===== src/rtl/drop_pkg.sv =====
// Shared types and widths for the baggage-drop sequencer: state encoding, display codes, root widths.
// Pure declarations, no logic and no timing.
package drop_pkg;

  localparam int HW   = 8;
  localparam int FRAC = 8;
  localparam int RW   = HW / 2 + FRAC;
  localparam int RADW = 2 * RW;
  localparam int TW   = 16;

  typedef enum logic [1:0] {
    S_IDLE   = 2'd0,
    S_SQRT   = 2'd1,
    S_RESULT = 2'd2
  } state_e;

  typedef enum logic [1:0] {
    CODE_COLD = 2'd0,
    CODE_DROP = 2'd1,
    CODE_HOLD = 2'd2,
    CODE_IDLE = 2'd3
  } disp_e;

endpackage


===== src/rtl/sqrt_iter.sv =====
// One restoring square-root step: shift two radicand bits into the remainder and try to set the next root bit.
// Purely combinational; no flow control.
module sqrt_iter #(
  parameter int RW = 12
) (
  input  logic [RW+1:0] rem_i,
  input  logic [RW-1:0] root_i,
  input  logic [1:0]    bits_i,
  output logic [RW+1:0] rem_o,
  output logic [RW-1:0] root_o
);

  // Two spare bits hold the shifted remainder before the trial subtraction narrows it again.
  logic [RW+3:0] rem_sh;
  logic [RW+3:0] trial;
  logic [RW+3:0] diff;

  always_comb begin
    rem_sh = {rem_i, bits_i};
    trial  = {2'b00, root_i, 2'b01};
    diff   = rem_sh - trial;
    if (rem_sh >= trial) begin
      rem_o  = (RW+2)'(diff);
      root_o = {root_i[RW-2:0], 1'b1};
    end else begin
      rem_o  = (RW+2)'(rem_sh);
      root_o = {root_i[RW-2:0], 1'b0};
    end
  end

endmodule


===== src/rtl/drop_sequencer.sv =====
// Drop controller: latches a request, runs a bit-serial 8.8 sqrt, registers fall time and drop decision.
// done pulses 13 edges after the accepting edge; start is ignored (not queued) while busy.
module drop_sequencer
  import drop_pkg::*;
#(
  parameter int HW   = drop_pkg::HW,
  parameter int FRAC = drop_pkg::FRAC
) (
  input  logic          clk,
  input  logic          rst,
  input  logic          start,
  input  logic [HW-1:0] height,
  input  logic [15:0]   t_lim,
  input  logic          drop_en,
  output logic          busy,
  output logic          done,
  output logic [15:0]   t_act,
  output logic          drop_activated,
  output logic [1:0]    disp_code
);

  localparam int RWL  = HW / 2 + FRAC;
  localparam int RADL = 2 * RWL;
  localparam int CW   = $clog2(RWL);

  state_e            state_q, state_d;
  logic [RADL-1:0]   rad_q, rad_d;
  logic [RWL-1:0]    root_q, root_d;
  logic [RWL+1:0]    rem_q, rem_d;
  logic [CW-1:0]     iter_q, iter_d;
  logic [15:0]       tlim_q, tlim_d;
  logic              den_q, den_d;
  logic              busy_q, busy_d;
  logic              done_q, done_d;
  logic [15:0]       tact_q, tact_d;
  logic              dact_q, dact_d;
  disp_e             code_q, code_d;

  logic [RWL+1:0]    rem_nx;
  logic [RWL-1:0]    root_nx;
  logic [15:0]       t_calc;

  sqrt_iter #(.RW(RWL)) u_iter (
    .rem_i  (rem_q),
    .root_i (root_q),
    .bits_i (rad_q[RADL-1 -: 2]),
    .rem_o  (rem_nx),
    .root_o (root_nx)
  );

  assign t_calc = 16'(root_q) >> 1;

  always_comb begin
    state_d = state_q;
    rad_d   = rad_q;
    root_d  = root_q;
    rem_d   = rem_q;
    iter_d  = iter_q;
    tlim_d  = tlim_q;
    den_d   = den_q;
    busy_d  = busy_q;
    done_d  = 1'b0;
    tact_d  = tact_q;
    dact_d  = dact_q;
    code_d  = code_q;
    case (state_q)
      S_IDLE: begin
        if (start) begin
          rad_d   = {height, {(2*FRAC){1'b0}}};
          root_d  = '0;
          rem_d   = '0;
          iter_d  = '0;
          tlim_d  = t_lim;
          den_d   = drop_en;
          busy_d  = 1'b1;
          state_d = S_SQRT;
        end
      end
      S_SQRT: begin
        // Radicand is consumed MSB pair first by shifting it out the top.
        rad_d  = rad_q << 2;
        root_d = root_nx;
        rem_d  = rem_nx;
        iter_d = iter_q + 1'b1;
        if (iter_q == CW'(RWL - 1)) begin
          state_d = S_RESULT;
        end
      end
      S_RESULT: begin
        tact_d = t_calc;
        if (t_calc <= tlim_q) begin
          dact_d = den_q;
          code_d = den_q ? CODE_DROP : CODE_HOLD;
        end else begin
          dact_d = 1'b0;
          code_d = CODE_COLD;
        end
        done_d  = 1'b1;
        busy_d  = 1'b0;
        state_d = S_IDLE;
      end
      default: begin
        state_d = S_IDLE;
        busy_d  = 1'b0;
      end
    endcase
  end

  always_ff @(posedge clk) begin
    if (rst) begin
      state_q <= S_IDLE;
      rad_q   <= '0;
      root_q  <= '0;
      rem_q   <= '0;
      iter_q  <= '0;
      tlim_q  <= '0;
      den_q   <= 1'b0;
      busy_q  <= 1'b0;
      done_q  <= 1'b0;
      tact_q  <= '0;
      dact_q  <= 1'b0;
      code_q  <= CODE_IDLE;
    end else begin
      state_q <= state_d;
      rad_q   <= rad_d;
      root_q  <= root_d;
      rem_q   <= rem_d;
      iter_q  <= iter_d;
      tlim_q  <= tlim_d;
      den_q   <= den_d;
      busy_q  <= busy_d;
      done_q  <= done_d;
      tact_q  <= tact_d;
      dact_q  <= dact_d;
      code_q  <= code_d;
    end
  end

  assign busy           = busy_q;
  assign done           = done_q;
  assign t_act          = tact_q;
  assign drop_activated = dact_q;
  assign disp_code      = code_q;

endmodule


===== config.mk =====
export PLATFORM = sky130hd
export DESIGN_NAME = drop_sequencer
export DESIGN_NICKNAME = d
export VERILOG_FILES = /design/src/rtl/drop_pkg.sv /design/src/rtl/sqrt_iter.sv /design/src/rtl/drop_sequencer.sv
export SDC_FILE = /design/constraint.sdc
export NUM_CORES = 1
export LEC_CHECK = 0
export CORE_ASPECT_RATIO = 1.25
export CORE_MARGIN = 4
export CORE_UTILIZATION = 60
export CTS_CLUSTER_DIAMETER = 40
export DETAILED_ROUTE_END_ITERATION = 6
export PLACE_DENSITY = 0.86
export SLEW_MARGIN = 20
export SYNTH_ARGS = -nofsm -noshare
export SYNTH_HDL_FRONTEND = slang
export SYNTH_HIERARCHICAL = 1
export SYNTH_SLANG_ARGS = --single-unit

===== constraint.sdc =====
create_clock -name clk -period 7.27 [get_ports clk]
set_input_delay 0.727 -clock clk [delete_from_list [all_inputs] [get_ports clk]]
set_output_delay 0.727 -clock clk [all_outputs]
set_load 0.005 [all_outputs]

==> Word level (Yosys, flattened, before mapping) <==
Cells that the tools add are included.
{ "classes": {"addsub": 2, "multipliers": 0, "div": 0, "magnitude_cmp": 2, "n_eq_ne": 5, "shift": 0, "n_mux": 19, "n_bitwise": 1, "reduce_logical": 6} }
{ "op_table": {"columns": ["cell", "count"], "rows": [
  ["$pmux 24 s2", 1],
  ["$mux 14", 2],
  ["$pmux 14 s2", 1],
  ["$mux 24", 1],
  ["$pmux 12 s2", 1],
  ["$ge 16x14->1", 1],
  ["$le 11x16->1", 1],
  ["$sub 14x14->14", 1],
  ["$mux 12", 1],
  ["$mux 2", 4],
  ["$pmux 4 s2", 1],
  ["$reduce_and 2->1", 4],
  ["$add 4x1->4 const B", 1],
  ["$eq 4x4->1 const B", 1],
  ["$mux 1", 4],
  ["$mux 4", 1],
  ["$ne 2x2->1 const B", 2],
  ["$pmux 2 s2", 1],
  ["$eq 2x1->1 const B", 1],
  ["$eq 2x2->1 const B", 1],
  ["$logic_not 2->1", 1],
  ["$pmux 1 s2", 1],
  ["$reduce_bool 2->1", 1],
  ["$not 1->1", 1]
]} }
{ "totals": {"register_bits": 89, "latchBits": 0, "mem_bits_rw": 0, "mem_bits_ro": 0, "inputBits": 28, "out_inout_bits": 21, "elab_cells": 47, "n_memories": 0} }

==> Depth between registers and ports, before layout <==
Gate-level depths: netlist (run 1).
{ "logic_depth": {"depth_word": 3, "depth_mapped": 10, "mapped_depth_nobuf": 9} }

==> Modules after synthesis <==
Netlist (run 1), hierarchy kept.
{ "modules_own_cells": {"columns": ["mod", "n_inst", "cells_each", "area_each_um2", "seq_area_each_um2"], "rows": [
  ["drop_sequencer", 1, 314, 2881.5, 1461.4],
  ["sqrt_iter", 1, 136, 1082.3, 0.0]
]} }

==> Least setup slack after synthesis (run 1) <==
No wires, ideal clock.
{ "synth_timing": {"path_type": "register -> register", "start": "reg root_q[6]", "end": "reg rem_q[11]", "setup_time_ps": 117, "t_arrival_ps": 2190, "t_required_ps": 7153, "slack_ps": 4964, "path_stages_with_launch": 11, "n_path_buf": 2, "synth_period_minus_slack_ps": 2306, "cell_sequence": "dfxtp_1 inv_1 ha_1 buf_4 nand4_1 nor3_1 nor2_1 a31oi_4 buf_6 mux2_4 a22o_1"} }
{ "synth_via": {"elab_chain_len": 3, "elab_cells_between_ends": 4, "classes_between": "add/sub: 1; order compare: 1; mux: 2"} }
{ "synth_rtl": {"columns": ["item", "line_no", "text"], "rows": [
  ["start: declaration", "drop_sequencer.sv:28", "logic [RWL-1:0] root_q, root_d;"],
  ["start signal: assignment", "drop_sequencer.sv:126", "root_q <= root_d;"],
  ["$sub 14x14->14 / $ge 16x14->1 (equally long branches)", "sqrt_iter.sv:21, sqrt_iter.sv:22", null],
  ["$mux 14 *", "sqrt_iter.sv:22", "if (rem_sh >= trial) begin"],
  ["net rem_nx[11]", "drop_sequencer.sv:39", "logic [RWL+1:0] rem_nx;"],
  ["$pmux 14 s2 *", "drop_sequencer.sv:66", "case (state_q)"],
  ["end signal: assignment", "drop_sequencer.sv:127", "rem_q <= rem_d;"],
  ["end: declaration", "drop_sequencer.sv:29", "logic [RWL+1:0] rem_q, rem_d;"]
]} }
The timed path passes the listed nets; every way through them passes the cells marked *.
A chain may end at the register's enable or synchronous reset.

==> Worst setup path after layout (run 1) <==
{ "layout_timing": {"start": "reg root_q[6]", "end": "reg rem_q[4]"} }
{ "layout_via": {"elab_chain_len": 3} }
{ "layout_rtl": {"columns": ["item", "line_no"], "rows": [
  ["$ge 16x14->1", "sqrt_iter.sv:22"],
  ["$mux 14", "sqrt_iter.sv:22"],
  ["net rem_nx[4]", "drop_sequencer.sv:39"],
  ["$pmux 14 s2", "drop_sequencer.sv:66"]
]} }
The timed path passes the listed nets, and every way through them passes these cells.

==> metrics, run 1 <==
status=finished, final reports clean; critical-path maximum fanout=14; GPL Wtd Cong=0.8600; Hold Vio Cnt, Final=0; DR top layer=met4; Final ANT Viol Nets=0; Fmax achieved=0.3652 GHz; Wirelength per Cell=15.08 um; RR Endpoint=rem_q[4]$_SDFFE_PP0P_; first drt pass iteration count=5; fin area=4427 um2; Clk network pwr share=17.6%; Final HPWL DP=5.941 mm; sequential share of the synthesized area=36.87%; Die Ht=98.88 um; WP data required=7.52 ns; PwrDens=381.6 nW/um2; Post-CTS Resized=0; Final setup viols=0; crit path DAT=2.98 ns; Core ar.=6286 um2; Max VDD drop=338.4 uV; CP Class=reg2reg; Static Leak=1.790 nW; CTS Hold Buffers Added=0; DRT met1 WL=3.593 mm; routed wire length=8.462 mm; Sw Share=36.50%; initial cell density of the core=63.06%; Num Clock Sinks=73; Max Root-Sink Buffers=2; Max Clock Skew=0.007102 ns; YS warnings=6; Placed Area=4245 um2; fin cells=561; wire length on met2=4.243 mm; Clk Latency, worst-skew pair=0.35 ns; Synth Instances=450; Via Count=3203; Slew Limit Fails=0; Rows=32; slew margin rel.=35.87%; Worst Hold Depth=2; Worst Slack Setup Final=4.532 ns; post-synth top area cell=dfxtp_1; Area Overhead vs Synth=11.68%; postcts setup bufs=0; hold crit path type=reg2reg; Worst setup SP type=flop; FF-to-FF Start=root_q[6]$_SDFFE_PP0P_; Seq pwr share=27.7%; die area=7979 um2; Int Power=1.073 mW; EDFF count, synth=0; Post-synth top flop=dfxtp_1; async set or reset register ratio after synthesis=0%; dpl ws=4.550 ns; R2R setup slack=4.53 ns; register bit total from synthesis=73; Avg Vias per Cell=5.709; Diodes inserted=0; period utilization=37.66%; Clock transition at path regs=0.08 ns; Setup crit end=rem_q[4]$_SDFFE_PP0P_; CP Launch Point=root_q[6]$_SDFFE_PP0P_; mean post-synth cell area=8.808 um2; CTS Buf Count=9; initial DRC count=171; Combinational Power Share=54.7%; unrepaired setup endpoints after global routing=false; Net Sw Power=0.6166 mW; final net count=525; first-pass GRT wire length=14.23 mm; Root Driver=clkbuf_8; share of the synthesized area in the top cell type=36.87%; initial antenna violation count=0; H-tree depth=3; Synth cell types=59; Max-cap violations=0; met3 wire len=420 um; pin count of the biggest net entering global routing=49; Reg2Reg Depth=8; share of cells above drive strength 1=9.874%; area of the multi-input gates=2143 um2; total gr overflow=0; Cells after DPL=545; FF+latch area=1461 um2; setup TNS=0 ns; DIE WIDTH=80.70 um; Filler Cell Count=488; Min Clock Period, post-route=2.738 ns; Post-Syn Area=3964 um2; Synth area leaders=dfxtp_1 37%, ha_1 8.2%, nand2_1 6.2%; CP Capture Type=flop; worst slew pin tran=0.9619 ns; Post-route DRC=0; CTS tree=yes; vias in the first global route=3143; IO buf count=43; I/O pin total=49; Total GRT Usage=22.46%
stage by stage:
stage / hold slack, ns / total power, mW / util (%)
floorplan: 0.4360 / 1.283 / -
CTS: 0.4591 / 1.685 / 70.42
global route: 0.4805 / 1.795 / 70.42
global placement: 0.4423 / 1.360 / 67.54
detailed placement: 0.4486 / 1.386 / 67.54
finish: 0.4564 / 1.689 / 70.42
Yosys cell counts, drive strengths merged (3+ instances only):
| cell | n |
|---|---|
| nor2b | 6 |
| and2b | 3 |
| nor3 | 8 |
| xnor2 | 10 |
| dfxtp | 73 |
| mux2 | 11 |
| nor2 | 38 |
| nor4 | 6 |
| a22o | 27 |
| o21ai | 8 |
| nand2 | 66 |
| nand4 | 5 |
| inv | 29 |
| a21oi | 47 |
| a31oi | 4 |
| nand2b | 3 |
| buf | 35 |
| a21o | 6 |
| ha | 26 |
| nand3 | 3 |
| o211ai | 6 |
per-layer routing:
layer / track usage, % / vias to the layer above
li1: - / 1583
met1: 26.68 / 1502
met2: 37.95 / 95
met3: 5.484 / 23
met4: 9.753 / 0
met5: 0 / -
logic make-up after synthesis:
family | Yosys count | synth area share [%]
adders and majority gates | 26 | 8.207
muxes | 13 | 4.293
DFF | 73 | 36.87
and+or+nand+nor | 148 | 18.02
xor gates and xnor gates | 11 | 2.430
buffers and inverters | 66 | 9.438
other | 1 | 0.09461
AOI/OAI and AO/OA | 112 | 20.64
how the worst min path moves through the flow:
stage	from	end	slack, ns
2_1_floorplan	tlim_q[15]$_SDFFE_PP0P_	tlim_q[15]$_SDFFE_PP0P_	0.44
3_3_place_gp	t_act[9]$_SDFFE_PP0P_	t_act[9]$_SDFFE_PP0P_	0.44
3_5_place_dp	tlim_q[14]$_SDFFE_PP0P_	tlim_q[14]$_SDFFE_PP0P_	0.45
4_1_cts	tlim_q[14]$_SDFFE_PP0P_	tlim_q[14]$_SDFFE_PP0P_	0.46
5_1_grt	tlim_q[5]$_SDFFE_PP0P_	tlim_q[5]$_SDFFE_PP0P_	0.48
6_report	tlim_q[14]$_SDFFE_PP0P_	tlim_q[14]$_SDFFE_PP0P_	0.46
placed cells by master, fill, tap and decap left out, drive strengths merged, types with 2 or more instances in the layout:
cell,instances
clkinv,2
xnor2,10
nor2,38
a22o,27
or2,2
inv,30
and3,2
nor3,8
nand3b,2
nand4,5
nand3,3
nand2,66
a21o,6
and2b,3
ha,26
a31oi,4
clkbuf,12
conb,5
a21oi,47
dfxtp,73
nor4,6
mux2,11
nand2b,3
a2111o,2
mux2i,2
a22oi,2
nor2b,6
o21ai,8
o211ai,6
clkdlybuf4s50,42
state kept, by name (all words and copies together), names as in the netlist:
name,count
busy,1
den_q,1
disp_code,2
done,1
drop_activated,1
iter_q,4
rad_q,8
rem_q,14
root_q,12
state_q,2
t_act,11
tlim_q,16
critical path, cell delays in order (launching register included):
cell     delay [ns]
dfxtp_1        0.40
inv_1          0.06
ha_1           0.44
nand4_1        0.19
nor3_1         0.27
nor2_1         0.11
a31oi_4        0.56
mux2_2         0.41
a22o_1         0.21
area by class of cell:
| cell class | count | area share [%] |
|---|---|---|
| Clock inverter | 4 | 0.5936 |
| Sequential cell | 73 | 33.01 |
| Inverter | 29 | 2.459 |
| Multi-Input combinational cell | 315 | 48.42 |
| Clock buffer | 12 | 3.505 |
| Tap cell | 85 | 2.402 |
| Timing Repair Buffer | 43 | 9.610 |
power by group through the flow:
stage / logic, mW / clock network [mW] / registers (mW)
2_1_floorplan: 0.818 / 0 / 0.465
3_3_place_gp: 0.884 / 0 / 0.476
3_5_place_dp: 0.910 / 0 / 0.476
4_1_cts: 0.916 / 0.301 / 0.468
5_1_grt: 1.01 / 0.317 / 0.472
6_report: 0.923 / 0.297 / 0.469
No activity file was read; power rests on OpenSTA's default activity.
==> inputs of run 2 (changes only) <==
Settings changed: CORE_UTILIZATION 60 to 50, PLACE_DENSITY 0.86 to 0.77.
Clock period 7.27 ns to 2.4 ns, I/O delays scaled along.
==> metrics, run 2 (synthesis results as in run 1) <==
first drt pass iteration count=4 (-1); Core ar.=7747 um2 (+23%); total gr overflow=0 (unchanged); Final Util=62.76% (-7.7 points); grt met1 use=22.61% (-4.1 points); Max-cap violations=0 (unchanged); dpl ws=0.02244 ns (-4.527 ns); Net Sw Power=2.100 mW (+240%); die area=9425 um2 (+18%); WP data required=2.65 ns (-4.87 ns); share of cells above drive strength 1=18.86% (+9.0 points); Clk network pwr share=16.7% (-0.9 points); pin count of the biggest net entering global routing=31 (-37%); Static Leak=1.994 nW (+11%); Post-route DRC=0 (unchanged); CTS tree=yes; most common cell after layout, fill and taps aside=dfxtp_1; initial cell density of the core=51.16% (-12 points); status=finished, final reports clean; initial antenna violation count=0 (unchanged); Worst Slack Setup Final=0.02364 ns (-4.508 ns); Slew Limit Fails=0 (unchanged); fin cells=604 (+7.7%); most flop-heavy register=tlim_q; Avg Vias per Cell=5.551 (-2.8%); Rows=36 (+13%); busiest grt layer=met2; CP Class=reg2reg; Worst setup SP type=flop; Combinational Power Share=60.0% (+5.3 points); max reg flops=16 (unchanged); Max Root-Sink Buffers=2 (unchanged); vias in the first global route=3215 (+2.3%); Seq pwr share=23.3% (-4.4 points); DIE WIDTH=87.64 um (+8.6%); Clock transition at path regs=0.07 ns (about the same); H-tree depth=3 (unchanged); Max VDD drop=1089 uV (+220%); fin area=4862 um2 (+9.8%); Final ANT Viol Nets=0 (unchanged); Cells after DPL=579 (+6.2%); Num Clock Sinks=73 (unchanged); IO buf count=43 (unchanged); routed wire length=8.917 mm (+5.4%); Fmax achieved=0.4208 GHz (+15%); Sw Share=34.36% (-2.1 points); Final HPWL DP=6.188 mm (+4.2%); biggest regs=tlim_q x16, rem_q x14, root_q x12; I/O pin total=49 (unchanged); Clk Latency, worst-skew pair=0.35 ns (about the same); PwrDens=1257 nW/um2 (+230%); Area Overhead vs Synth=22.66%; GPL Wtd Cong=0.8989 (+4.5%); Min Clock Period, post-route=2.376 ns (-0.3618 ns); commonest non-fill, non-tap cells in the layout=68 x dfxtp_1, 65 x nand2_1, 45 x a21oi_1, 42 x clkdlybuf4s50_1, 34 x nor2_1; initial DRC count=158 (-7.6%); CP Capture Type=flop; crit path DAT=2.63 ns (-0.35 ns); Max Clock Skew=0.005243 ns (-0.001859 ns); Hold Vio Cnt, Final=0 (unchanged); worst slew pin tran=0.6752 ns (-0.2868 ns); Pwr Total=6.112 mW (+260%); setup TNS=0 ns (unchanged); Root Driver=clkbuf_8; critical-path maximum fanout=4 (-10); Wirelength per Cell=14.76 um (-2.1%); GR Util met2=32.33% (-5.6 points); final net count=558 (+6.3%); Int Power=4.012 mW (+270%); Filler Cell Count=624 (+28%); CTS Buf Count=9 (unchanged); period utilization=99.02% (+61 points); Final setup viols=0 (unchanged); Via Count=3353 (+4.7%); Total GRT Usage=19.30% (-3.2 points); Die Ht=107.5 um (+8.8%); hold crit path type=in2reg; CTS Hold Buffers Added=0 (unchanged); met3 GRT Util=5.283% (-0.20 points); Placed Area=4463 um2 (+5.1%); Fin Hold WS=0.3093 ns (-0.1471 ns); slew margin rel.=54.99% (+19 points); Diodes inserted=0 (unchanged); first-pass GRT wire length=14.34 mm (+0.78%); unrepaired setup endpoints after global routing=true
## run 2: cell count changes in the layout (fill, tap and decap cells not counted), sizes merged
| cell | before | now |
|---|---|---|
| clkinv | 2 | 1 |
| inv | 30 | 29 |
| clkinvlp | 1 | 0 |
| bufinv | 0 | 1 |
| buf | 1 | 33 |
| clkbuf | 12 | 15 |
## run 2: what timing repair did
| action | in CTS | in global routing |
|---|---|---|
| pin swaps | 1 | 6 |
| endpoints found under the setup margin | 4 | 11 |
| cloned | 0 | 1 |
| setup buffers | 0 | 8 |
| resized for setup | 0 | 21 |
## run 2: worst paths after layout
| path | cells after the start | slack (ns) | to | start |
|---|---|---|---|---|
| max | 9 | 0.02 | rem_q[13]$_SDFFE_PP0P_ | root_q[6]$_SDFFE_PP0P_ |
| min | 2 | 0.31 | rad_q[16]$_SDFFE_PP0P_ | rst |
| max reg2reg | 9 | 0.02 | rem_q[13]$_SDFFE_PP0P_ | root_q[6]$_SDFFE_PP0P_ |
| min reg2reg | 2 | 0.46 | t_act[6]$_SDFFE_PP0P_ | t_act[6]$_SDFFE_PP0P_ |
## run 2: power by group through the flow
stage / Sequential (mW) / Clock, mW / Combinational, mW
after floorplan: 1.41 / 0 / 2.48
after global placement: 1.44 / 0 / 2.96
after detailed placement: 1.44 / 0 / 3.04
after CTS: 1.41 / 1.04 / 3.06
after global routing: 1.44 / 1.09 / 3.90
final: 1.42 / 1.02 / 3.67
## run 2: final cells by class
class	instances	area (um2)	area share, %
multi-input cells	315	2243	46.14
flip-flops and latches	73	1468	30.19
clock buffers	14	172.7	3.551
well taps	95	118.9	2.445
repair buffers	76	715.7	14.72
inverters	29	108.9	2.239
clock inverters	2	35.03	0.7205
## run 2: layer usage
layer  share of wire (%)  up-vias
met5                   0        -
met4                 2.7        0
met3                 4.2       20
met2                  50       77
met1                  43     1607
li1                    -     1649
## run 2: critical path, cell delays in order (launching register included)
cell	delay, ns
dfxtp_1	0.33
inv_1	0.05
ha_1	0.32
a21oi_1	0.22
o21ai_0	0.23
a221oi_2	0.34
mux2i_1	0.21
o211ai_1	0.09
mux2_2	0.28
a22o_1	0.20
